===== config.mk =====
export PLATFORM = sky130hd
export DESIGN_NAME = add_sub_pipe
export DESIGN_NICKNAME = d
export VERILOG_FILES = /design/src/rtl/add_sub_pkg.sv /design/src/rtl/add_sub_chunk.sv /design/src/rtl/add_sub_pipe.sv
export SDC_FILE = /design/constraint.sdc
export NUM_CORES = 1
export LEC_CHECK = 0
export ABC_CLOCK_PERIOD_IN_PS = 3880
export BUFFER_PORTS_ARGS = -buffer_cell sky130_fd_sc_hd__buf_2
export CORE_MARGIN = 5
export CORE_UTILIZATION = 59
export DETAILED_ROUTE_END_ITERATION = 6
export GPL_TIMING_DRIVEN = 1
export HOLD_SLACK_MARGIN = 0.06
export PLACE_DENSITY = 0.92
export SLEW_MARGIN = 20
export SYNTH_ARGS = -nofsm -noshare
export SYNTH_HDL_FRONTEND = slang
export SYNTH_SLANG_ARGS = --single-unit
export TNS_END_PERCENT = 10

===== constraint.sdc =====
create_clock -name clk -period 3.88 [get_ports clk]
set_clock_uncertainty 0.15 [all_clocks]
set_input_delay 0.194 -clock clk [delete_from_list [all_inputs] [get_ports clk]]
set_output_delay 0.194 -clock clk [all_outputs]
set_load 0.05 [all_outputs]

===== src/rtl/add_sub_pkg.sv =====
// Shared encodings for the pipelined adder/subtracter: opcodes and the packed
// status-flag layout {negative, zero, overflow, carry}.
package add_sub_pkg;

    typedef enum logic [1:0] {
        OP_ADD = 2'b00,
        OP_SUB = 2'b01,
        OP_ADC = 2'b10,
        OP_SBB = 2'b11
    } op_e;

    localparam int FLAG_W     = 4;
    localparam int FLAG_CARRY = 0;
    localparam int FLAG_OVF   = 1;
    localparam int FLAG_ZERO  = 2;
    localparam int FLAG_NEG   = 3;

    function automatic logic [FLAG_W-1:0] pack_flags(
        input logic neg,
        input logic zero,
        input logic ovf,
        input logic carry
    );
        pack_flags = {neg, zero, ovf, carry};
    endfunction

endpackage


===== src/rtl/add_sub_chunk.sv =====
// Combinational CHUNK-bit slice adder; also reports the carry entering the
// slice MSB so the top slice can derive signed overflow.
module add_sub_chunk
    import add_sub_pkg::*;
#(
    parameter int CHUNK = 16
) (
    input  logic [CHUNK-1:0] a,
    input  logic [CHUNK-1:0] beff,
    input  logic             cin,
    output logic [CHUNK-1:0] sum,
    output logic             cout,
    output logic             c_msb_in,
    output logic             zero
);

    logic [CHUNK:0] total_s;

    assign total_s  = {1'b0, a} + {1'b0, beff} + {{CHUNK{1'b0}}, cin};
    assign sum      = total_s[CHUNK-1:0];
    assign cout     = total_s[CHUNK];
    // sum bit = a ^ b ^ carry-in, so the carry into the MSB falls out by XOR.
    assign c_msb_in = total_s[CHUNK-1] ^ a[CHUNK-1] ^ beff[CHUNK-1];
    assign zero     = (total_s[CHUNK-1:0] == {CHUNK{1'b0}});

endmodule


===== src/rtl/add_sub_pipe.sv =====
// Pipelined two's-complement adder/subtracter: one CHUNK-bit slice per stage,
// carries registered between stages, valid/ready handshake with backpressure.
module add_sub_pipe
    import add_sub_pkg::*;
#(
    parameter int WIDTH = 64,
    parameter int CHUNK = 16
) (
    input  logic             clk,
    input  logic             rst_n,
    input  logic             in_valid,
    output logic             in_ready,
    input  logic [WIDTH-1:0] in_a,
    input  logic [WIDTH-1:0] in_b,
    input  logic [1:0]       in_op,
    input  logic             in_cin,
    output logic             out_valid,
    input  logic             out_ready,
    output logic [WIDTH-1:0] out_result,
    output logic             out_carry,
    output logic             out_overflow,
    output logic             out_zero,
    output logic             out_negative
);

    localparam int STAGES = WIDTH / CHUNK;
    localparam int LAST   = STAGES - 1;

    if (CHUNK < 1 || CHUNK > WIDTH || (WIDTH % CHUNK) != 0) begin : g_bad_cfg
        $error("add_sub_pipe: WIDTH must be a positive multiple of CHUNK");
    end

    logic              advance_s;
    logic [WIDTH-1:0]  beff_s;
    logic              c0_s;

    logic [STAGES-1:0] valid_r;
    logic [STAGES-1:0] carry_r;
    logic [STAGES-1:0] zero_r;
    logic              ovf_r;
    logic [WIDTH-1:0]  a_r   [STAGES];
    logic [WIDTH-1:0]  b_r   [STAGES];
    logic [WIDTH-1:0]  res_r [STAGES];

    logic [STAGES-1:0] valid_nxt_s;
    logic [STAGES-1:0] carry_nxt_s;
    logic [STAGES-1:0] zero_nxt_s;
    logic              ovf_nxt_s;
    logic [WIDTH-1:0]  a_nxt_s   [STAGES];
    logic [WIDTH-1:0]  b_nxt_s   [STAGES];
    logic [WIDTH-1:0]  res_nxt_s [STAGES];

    logic [FLAG_W-1:0] flags_s;

    // A stalled output freezes the whole pipe, so readiness depends only on it.
    assign advance_s = ~valid_r[LAST] | out_ready;
    assign in_ready  = advance_s;

    // Subtraction is A + ~B + 1; the borrow ops feed in_cin as not-borrow.
    always_comb begin
        beff_s = in_b;
        c0_s   = 1'b0;
        case (in_op)
            OP_ADD: begin
                beff_s = in_b;
                c0_s   = 1'b0;
            end
            OP_SUB: begin
                beff_s = ~in_b;
                c0_s   = 1'b1;
            end
            OP_ADC: begin
                beff_s = in_b;
                c0_s   = in_cin;
            end
            OP_SBB: begin
                beff_s = ~in_b;
                c0_s   = in_cin;
            end
            default: begin
                beff_s = in_b;
                c0_s   = 1'b0;
            end
        endcase
    end

    for (genvar g = 0; g < STAGES; g++) begin : g_stage
        logic [WIDTH-1:0] src_a_s;
        logic [WIDTH-1:0] src_b_s;
        logic [WIDTH-1:0] src_res_s;
        logic [WIDTH-1:0] res_l_s;
        logic             src_c_s;
        logic             src_z_s;
        logic             src_v_s;
        logic [CHUNK-1:0] sum_s;
        logic             cout_s;
        logic             cmsb_s;
        logic             czero_s;

        if (g == 0) begin : g_head
            assign src_a_s   = in_a;
            assign src_b_s   = beff_s;
            assign src_c_s   = c0_s;
            assign src_res_s = {WIDTH{1'b0}};
            assign src_z_s   = 1'b1;
            assign src_v_s   = in_valid;
        end else begin : g_body
            assign src_a_s   = a_r[g-1];
            assign src_b_s   = b_r[g-1];
            assign src_c_s   = carry_r[g-1];
            assign src_res_s = res_r[g-1];
            assign src_z_s   = zero_r[g-1];
            assign src_v_s   = valid_r[g-1];
        end

        add_sub_chunk #(
            .CHUNK (CHUNK)
        ) u_chunk (
            .a        (src_a_s[g*CHUNK +: CHUNK]),
            .beff     (src_b_s[g*CHUNK +: CHUNK]),
            .cin      (src_c_s),
            .sum      (sum_s),
            .cout     (cout_s),
            .c_msb_in (cmsb_s),
            .zero     (czero_s)
        );

        // Splice this stage's slice into the partial result from earlier stages.
        always_comb begin
            res_l_s                   = src_res_s;
            res_l_s[g*CHUNK +: CHUNK] = sum_s;
        end

        assign valid_nxt_s[g] = src_v_s;
        assign carry_nxt_s[g] = cout_s;
        assign zero_nxt_s[g]  = src_z_s & czero_s;
        assign a_nxt_s[g]     = src_a_s;
        assign b_nxt_s[g]     = src_b_s;
        assign res_nxt_s[g]   = res_l_s;

        if (g == LAST) begin : g_tail
            assign ovf_nxt_s = cmsb_s ^ cout_s;
        end
    end

    // Stage registers: cleared on reset, shift as one when advancing, else hold.
    always_ff @(posedge clk or negedge rst_n) begin
        if (!rst_n) begin
            valid_r <= {STAGES{1'b0}};
            carry_r <= {STAGES{1'b0}};
            zero_r  <= {STAGES{1'b0}};
            ovf_r   <= 1'b0;
            for (int k = 0; k < STAGES; k++) begin
                a_r[k]   <= {WIDTH{1'b0}};
                b_r[k]   <= {WIDTH{1'b0}};
                res_r[k] <= {WIDTH{1'b0}};
            end
        end else if (advance_s) begin
            valid_r <= valid_nxt_s;
            carry_r <= carry_nxt_s;
            zero_r  <= zero_nxt_s;
            ovf_r   <= ovf_nxt_s;
            for (int k = 0; k < STAGES; k++) begin
                a_r[k]   <= a_nxt_s[k];
                b_r[k]   <= b_nxt_s[k];
                res_r[k] <= res_nxt_s[k];
            end
        end
    end

    assign flags_s = pack_flags(res_r[LAST][WIDTH-1], zero_r[LAST], ovf_r, carry_r[LAST]);

    assign out_valid    = valid_r[LAST];
    assign out_result   = res_r[LAST];
    assign out_carry    = flags_s[FLAG_CARRY];
    assign out_overflow = flags_s[FLAG_OVF];
    assign out_zero     = flags_s[FLAG_ZERO];
    assign out_negative = flags_s[FLAG_NEG];

endmodule


**Word-level counts from Yosys, hierarchy flattened**

Cells that the tools add are included.

- Reductions and logical operators: 8
- $add $sub $neg: 8
- Bitwise gates (word level): 9
- Equal/unequal tests: 3
- Multiplexer cells: 2

Operators with widths:

| cell | count |
|---|---|
| $pmux W64 S2 | 1 |
| $add A16 B16 Y17 | 4 |
| $add A17 B1 Y17 | 4 |
| $logic_not A16 Y1 | 4 |
| $not A64 Y64 | 1 |
| $reduce_or A2 Y1 | 3 |
| $eq A2 B2 Y1 const B | 2 |
| $and A1 B1 Y1 | 3 |
| $pmux W1 S3 | 1 |
| $xor A1 B1 Y1 | 3 |
| $eq A2 B1 Y1 const B | 1 |
| $logic_not A2 Y1 | 1 |
| $not A1 Y1 | 1 |
| $or A1 B1 Y1 | 1 |

- Register bits: 557
- Word-level logic and storage cells: 44

**Longest topological paths before layout**

- Word-level depth: 6
- Gate-level depth with buffers: 13

**By module**

From an unflattened synthesis, not the netlist that was laid out.

- Cell total of the unflattened synthesis: 1,330
- Area, all modules: 17,847.1 µm²

By module, submodules not included:

| module | cells an instance | area each (µm²) | instances | sequential area each (µm²) |
|---|---|---|---|---|
| add_sub_pipe | 852 | 14,297.5 | 1 | 9,133.8 |
| add_sub_chunk (g_stage[1].u_chunk) | 133 | 949.7 | 1 | 0.0 |
| add_sub_chunk (g_stage[0].u_chunk) | 114 | 902.1 | 1 | 0.0 |
| add_sub_chunk (g_stage[2].u_chunk) | 116 | 852.1 | 1 | 0.0 |
| add_sub_chunk (g_stage[3].u_chunk) | 115 | 845.8 | 1 | 0.0 |

**Worst setup path before layout**

No wires, ideal clock.

- Kind: in2reg
- Start: input in_op[0]
- End: register zero_r[0]
- Setup slack: 0.356 ns
- Arrival: 3.278 ns
- Library setup time: 0.095 ns
- Data required time: 3.635 ns
- Buffers on the path: 2
- Cell stages on the path: 12
- Cell sequence: clkbuf_1 clkbuf_1 mux2i_1 fa_1 fa_1 nor2b_1 o31a_1 o211ai_1 a211oi_1 o41ai_1 a211o_1 o31ai_1

- Longest elaborated chain between the ends: 6

Ends and longest elaborated chain:

| element | line | RTL |
|---|---|---|
| start, declared | add_sub_pipe.sv:15 | `input logic [1:0] in_op,` |
| $eq A2 B2 Y1 (tied with other cells) | add_sub_pipe.sv:63 | `case (in_op)` |
| $reduce_or A2 Y1 (no line) | - |  |
| $pmux W64 S2 | add_sub_pipe.sv:63 |  |
| $add A16 B16 Y17 | add_sub_chunk.sv:19 | `assign total_s = {1'b0, a} + {1'b0, beff} + {{CHUNK{1'b0}}, cin};` |
| $add A17 B1 Y17 (*) | add_sub_chunk.sv:19 |  |
| $logic_not A16 Y1 (*) | add_sub_chunk.sv:24 | `assign zero = (total_s[CHUNK-1:0] == {CHUNK{1'b0}});` |
| end signal, assigned | add_sub_pipe.sv:151 | `zero_r <= {STAGES{1'b0}};` |
| end signal, assigned | add_sub_pipe.sv:161 | `zero_r <= zero_nxt_s;` |
| end, declared | add_sub_pipe.sv:39 | `logic [STAGES-1:0] zero_r;` |

Every way passes the cells marked *; elsewhere a longest branch is shown, timed or not.
A chain may end at the register's enable or synchronous reset.

**Final worst setup path**

- Start: register a_r, in the netlist g_stage[3].src_a_s[48]
- End: register res_r, in the netlist out_result[62]

- Longest elaborated chain between the ends: 2

Ends and longest elaborated chain:

| element | line | RTL |
|---|---|---|
| start, declared | add_sub_pipe.sv:41 | `logic [WIDTH-1:0] a_r [STAGES];` |
| start signal, assigned by index | add_sub_pipe.sv:154 | `a_r[k] <= {WIDTH{1'b0}};` |
| start signal, assigned by index | add_sub_pipe.sv:164 | `a_r[k] <= a_nxt_s[k];` |
| $add A16 B16 Y17 | add_sub_chunk.sv:19 |  |
| $add A17 B1 Y17 | add_sub_chunk.sv:19 |  |
| end signal, assigned by index | add_sub_pipe.sv:156 | `res_r[k] <= {WIDTH{1'b0}};` |
| end signal, assigned by index | add_sub_pipe.sv:166 | `res_r[k] <= res_nxt_s[k];` |
| end, declared | add_sub_pipe.sv:43 | `logic [WIDTH-1:0] res_r [STAGES];` |

Every way passes these cells.

==> flow_metrics.py <==
metrics = {
    "power": {
        "clockPowerShare_pct": 19.9,
        "vdd_drop_max_uv": 644,
        "p_switching_mw": 8.15,
        "power.share.switching_pct": 43.5,
        "internal-power_mw": 10.6,
        "p_comb_share_pct": 45.3,
        "power_density_mw_per_mm2": 896,
        "leakage_nw": 10.6,
        "pwr-share-seq_pct": 34.8,
    },
    "sta": {
        "drv_slew": 0,
        "min_period_ns": 3.37,
        "max_slew_margin_pct": 40.9,
        "finalSetupTns_ns": 0,
        "setup_viol": 0,
        "hold_viol_final": 0,
        "min_period_over_period_pct": 86.9,
        "worst_pin_slew_ns": 0.887,
        "finalWorstSetupSlack_ns": 0.509,
        "rsz0062_at_grt": "no",
        "max_freq_mhz": 297,
    },
    "synthesis": {
        "dominantRegCellSynth": "dfrtp_1",
        "synth_enable_flop_cells": 0,
        "netlist_instances": 1969,
        "syn-num-nets": 2172,
        "synth_compound_area_share_pct": 8.94,
        "yosysWarnings": 0,
        "ys_seq_area_share_pct": 52.9,
        "mappedNetlistArea_mm2": 0.0173,
        "synth_area_per_cell_um2": 8.78,
        "synth.distinct_cells": 66,
        "ys_async_sr_fraction_pct": 100,
        "synth_seq_cells": 365,
        "synth_adder_area_share_pct": 5.27,
        "synthMuxAreaShare_pct": 0.746,
        "yosys.area_share.simple_pct": 24.4,
        "synth-xor-area-share_pct": 5.17,
        "synth_top_family_by_area": "simple AND/OR/NAND/NOR gates",
    },
    "detailed_routing": {
        "drt_pre_antenna_iters": 6,
        "vias": 14700,
        "ant_nets": 0,
        "wl_per_cell_um": 16.9,
        "routed_via_density": 5.54,
        "drt_iter0_markers": 1508,
        "drc": 0,
        "routed_wl_um": 44700,
    },
    "die": {
        "core_mm2": 0.0288,
        "start_util_pct": 60.0,
        "die_w_um": 181,
        "row_count": 62,
        "die_area_mm2": 0.0328,
        "num_io_pins": 205,
        "die_y_um": 181,
    },
    "place": {
        "dp.cells": 2477,
        "gp_congestion": 0.866,
        "portBuffers": 204,
        "dp.final_hpwl_um": 28000,
        "place_ws_ns": 0.497,
        "placed_cell_area_mm2": 0.0186,
    },
    "clock_network": {
        "cts_buffer_depth": 3,
        "worstSkewPairLatency_ns": 0.52,
        "cts_resized": 0,
        "cts.clk_slew.worst_paths_ns": 0.06,
        "cts_tree": "built",
        "clockRootBuffer": "clkbuf_16",
        "hold_buffers": 101,
        "htreeDepth": 2,
        "cts.sinks": 365,
        "cts_setup_buffers": 0,
        "numCtsBuffers": 39,
    },
    "global_route": {
        "first_global_vias": 14800,
        "overflow": 0,
        "grt_antenna_before_repair": 2,
        "grtUsageTotal_pct": 26.9,
        "grt_max_degree": 179,
        "grt_pass1_wl_um": 73800,
    },
    "layout": {
        "instances_no_fill": 2648,
        "post_route_cells_drive_above_1_share_pct": 12.9,
        "final_area_mm2": 0.0209,
        "fin_nets": 2438,
        "synthToLayoutAreaGrowth_pct": 21.0,
        "final_common_cell": "nand2_1",
        "final_cell_mix": "nand2_1 (900), dfrtp_1 (365), buf_2 (202)",
    },
    "critical_path": {
        "worstSetupEndpointType": "register",
        "cp_max_fo": 3,
        "required_ns": 4.13,
        "start_kind": "register",
        "path_class": "reg2reg",
        "cp_data_arrival_time_ns": 3.62,
    },
    "min_path": {
        "min_path_type": "in2reg",
    },
    "run_status": {
        "status": "completed",
    },
    "run": {
        "maxCapViolations": 0,
    },
}
-- layout make-up --
type / count / area (µm²)
Multi-Input combinational cell: 1486 / 7710
Tap cell: 384 / 480
Clock inverter: 15 / 163
Clock buffer: 53 / 1120
Inverter: 27 / 109
Fill cell: 1941 / 7870
Antenna cell: 2 / 5.00
Timing Repair Buffer: 316 / 2190
Sequential cell: 365 / 9130
-- worst max-delay path: stages (launching register included) --
cell and delay (ns):
dfrtp_1 0.40, fa_1 0.47, fa_1 0.44, a211oi_1 0.32, o21ai_0 0.20, a211oi_1 0.30
o21ai_0 0.20, a31o_2 0.27, a21oi_1 0.17, xnor2_1 0.10, mux2_2 0.26
-- sequential cells by signal, summed over array words and instances (netlist names) --
register,flops
carry_r,4
g_stage.src_a_s,96
g_stage.src_b_s,96
g_stage.src_res_s,96
out_overflow,1
out_result,64
valid_r,4
zero_r,4
-- layer usage --
layer  vias up  track usage, %  part of all wire, %
li1       6952               -                    -
met2       539            44.9                   49
met4         0            13.1                  5.4
met5         -               0                    0
met3       163            4.28                  5.8
met1      7022            34.6                   40
-- path summary, 6_finish.rpt --
kind                                         from                       to  slack, ns  depth (start not counted)
max                        g_stage[3].src_a_s[48]           out_result[62]       0.51                         10
max reg2reg                g_stage[3].src_a_s[48]           out_result[62]       0.51                         10
max in group asynchronous                   rst_n           out_result[26]       2.47                          3
min in group asynchronous                   rst_n               valid_r[2]       0.13                          2
min                                       in_a[0]  g_stage[1].src_res_s[0]       0.07                          4
min reg2reg                g_stage[2].src_a_s[58]   g_stage[2].src_a_s[58]       0.31                          2
-- kinds of logic after synthesis --
kind of cell	Yosys count
simple gates	1053
xor+xnor	102
buf+inv	118
fa+ha+maj	68
compound gates	251
flops	365
mux	12
-- through the flow --
step	hold WS, ns	power [mW]	utilization (%)
3_5_place_dp	0.131	14.8	64.7
3_3_place_gp	0.126	14.4	64.7
4_1_cts	0.0633	18.6	72.6
2_1_floorplan	-0.252	12.6	-
6_report	0.0710	18.7	72.6
5_1_grt	0.101	20.0	72.6
-- power by group through the flow --
stage | clock [mW] | combinational (mW) | sequential, mW
after floorplan | 0 | 5.12 | 7.45
after global placement | 0 | 7.97 | 6.44
after detailed placement | 0 | 8.22 | 6.53
after CTS | 3.76 | 8.39 | 6.50
after global routing | 3.95 | 9.37 | 6.71
final | 3.73 | 8.49 | 6.51
-- synthesized netlist by cell type, types with 13 or more instances --
| cell type | count | area share [%] |
|---|---|---|
| dfrtp_1 | 365 | 53 |
| inv_1 | 26 | 0.56 |
| ha_1 | 60 | 4.3 |
| xnor2_1 | 80 | 4.1 |
| o21ai_0 | 103 | 3.0 |
| nor2_1 | 49 | 1.1 |
| nand2_1 | 900 | 20 |
| a21oi_1 | 48 | 1.4 |
| nor3_1 | 21 | 0.61 |
| nand3_1 | 13 | 0.38 |
| clkbuf_1 | 84 | 1.8 |
| xor2_1 | 22 | 1.1 |
No activity file was read; power rests on OpenSTA's default activity.
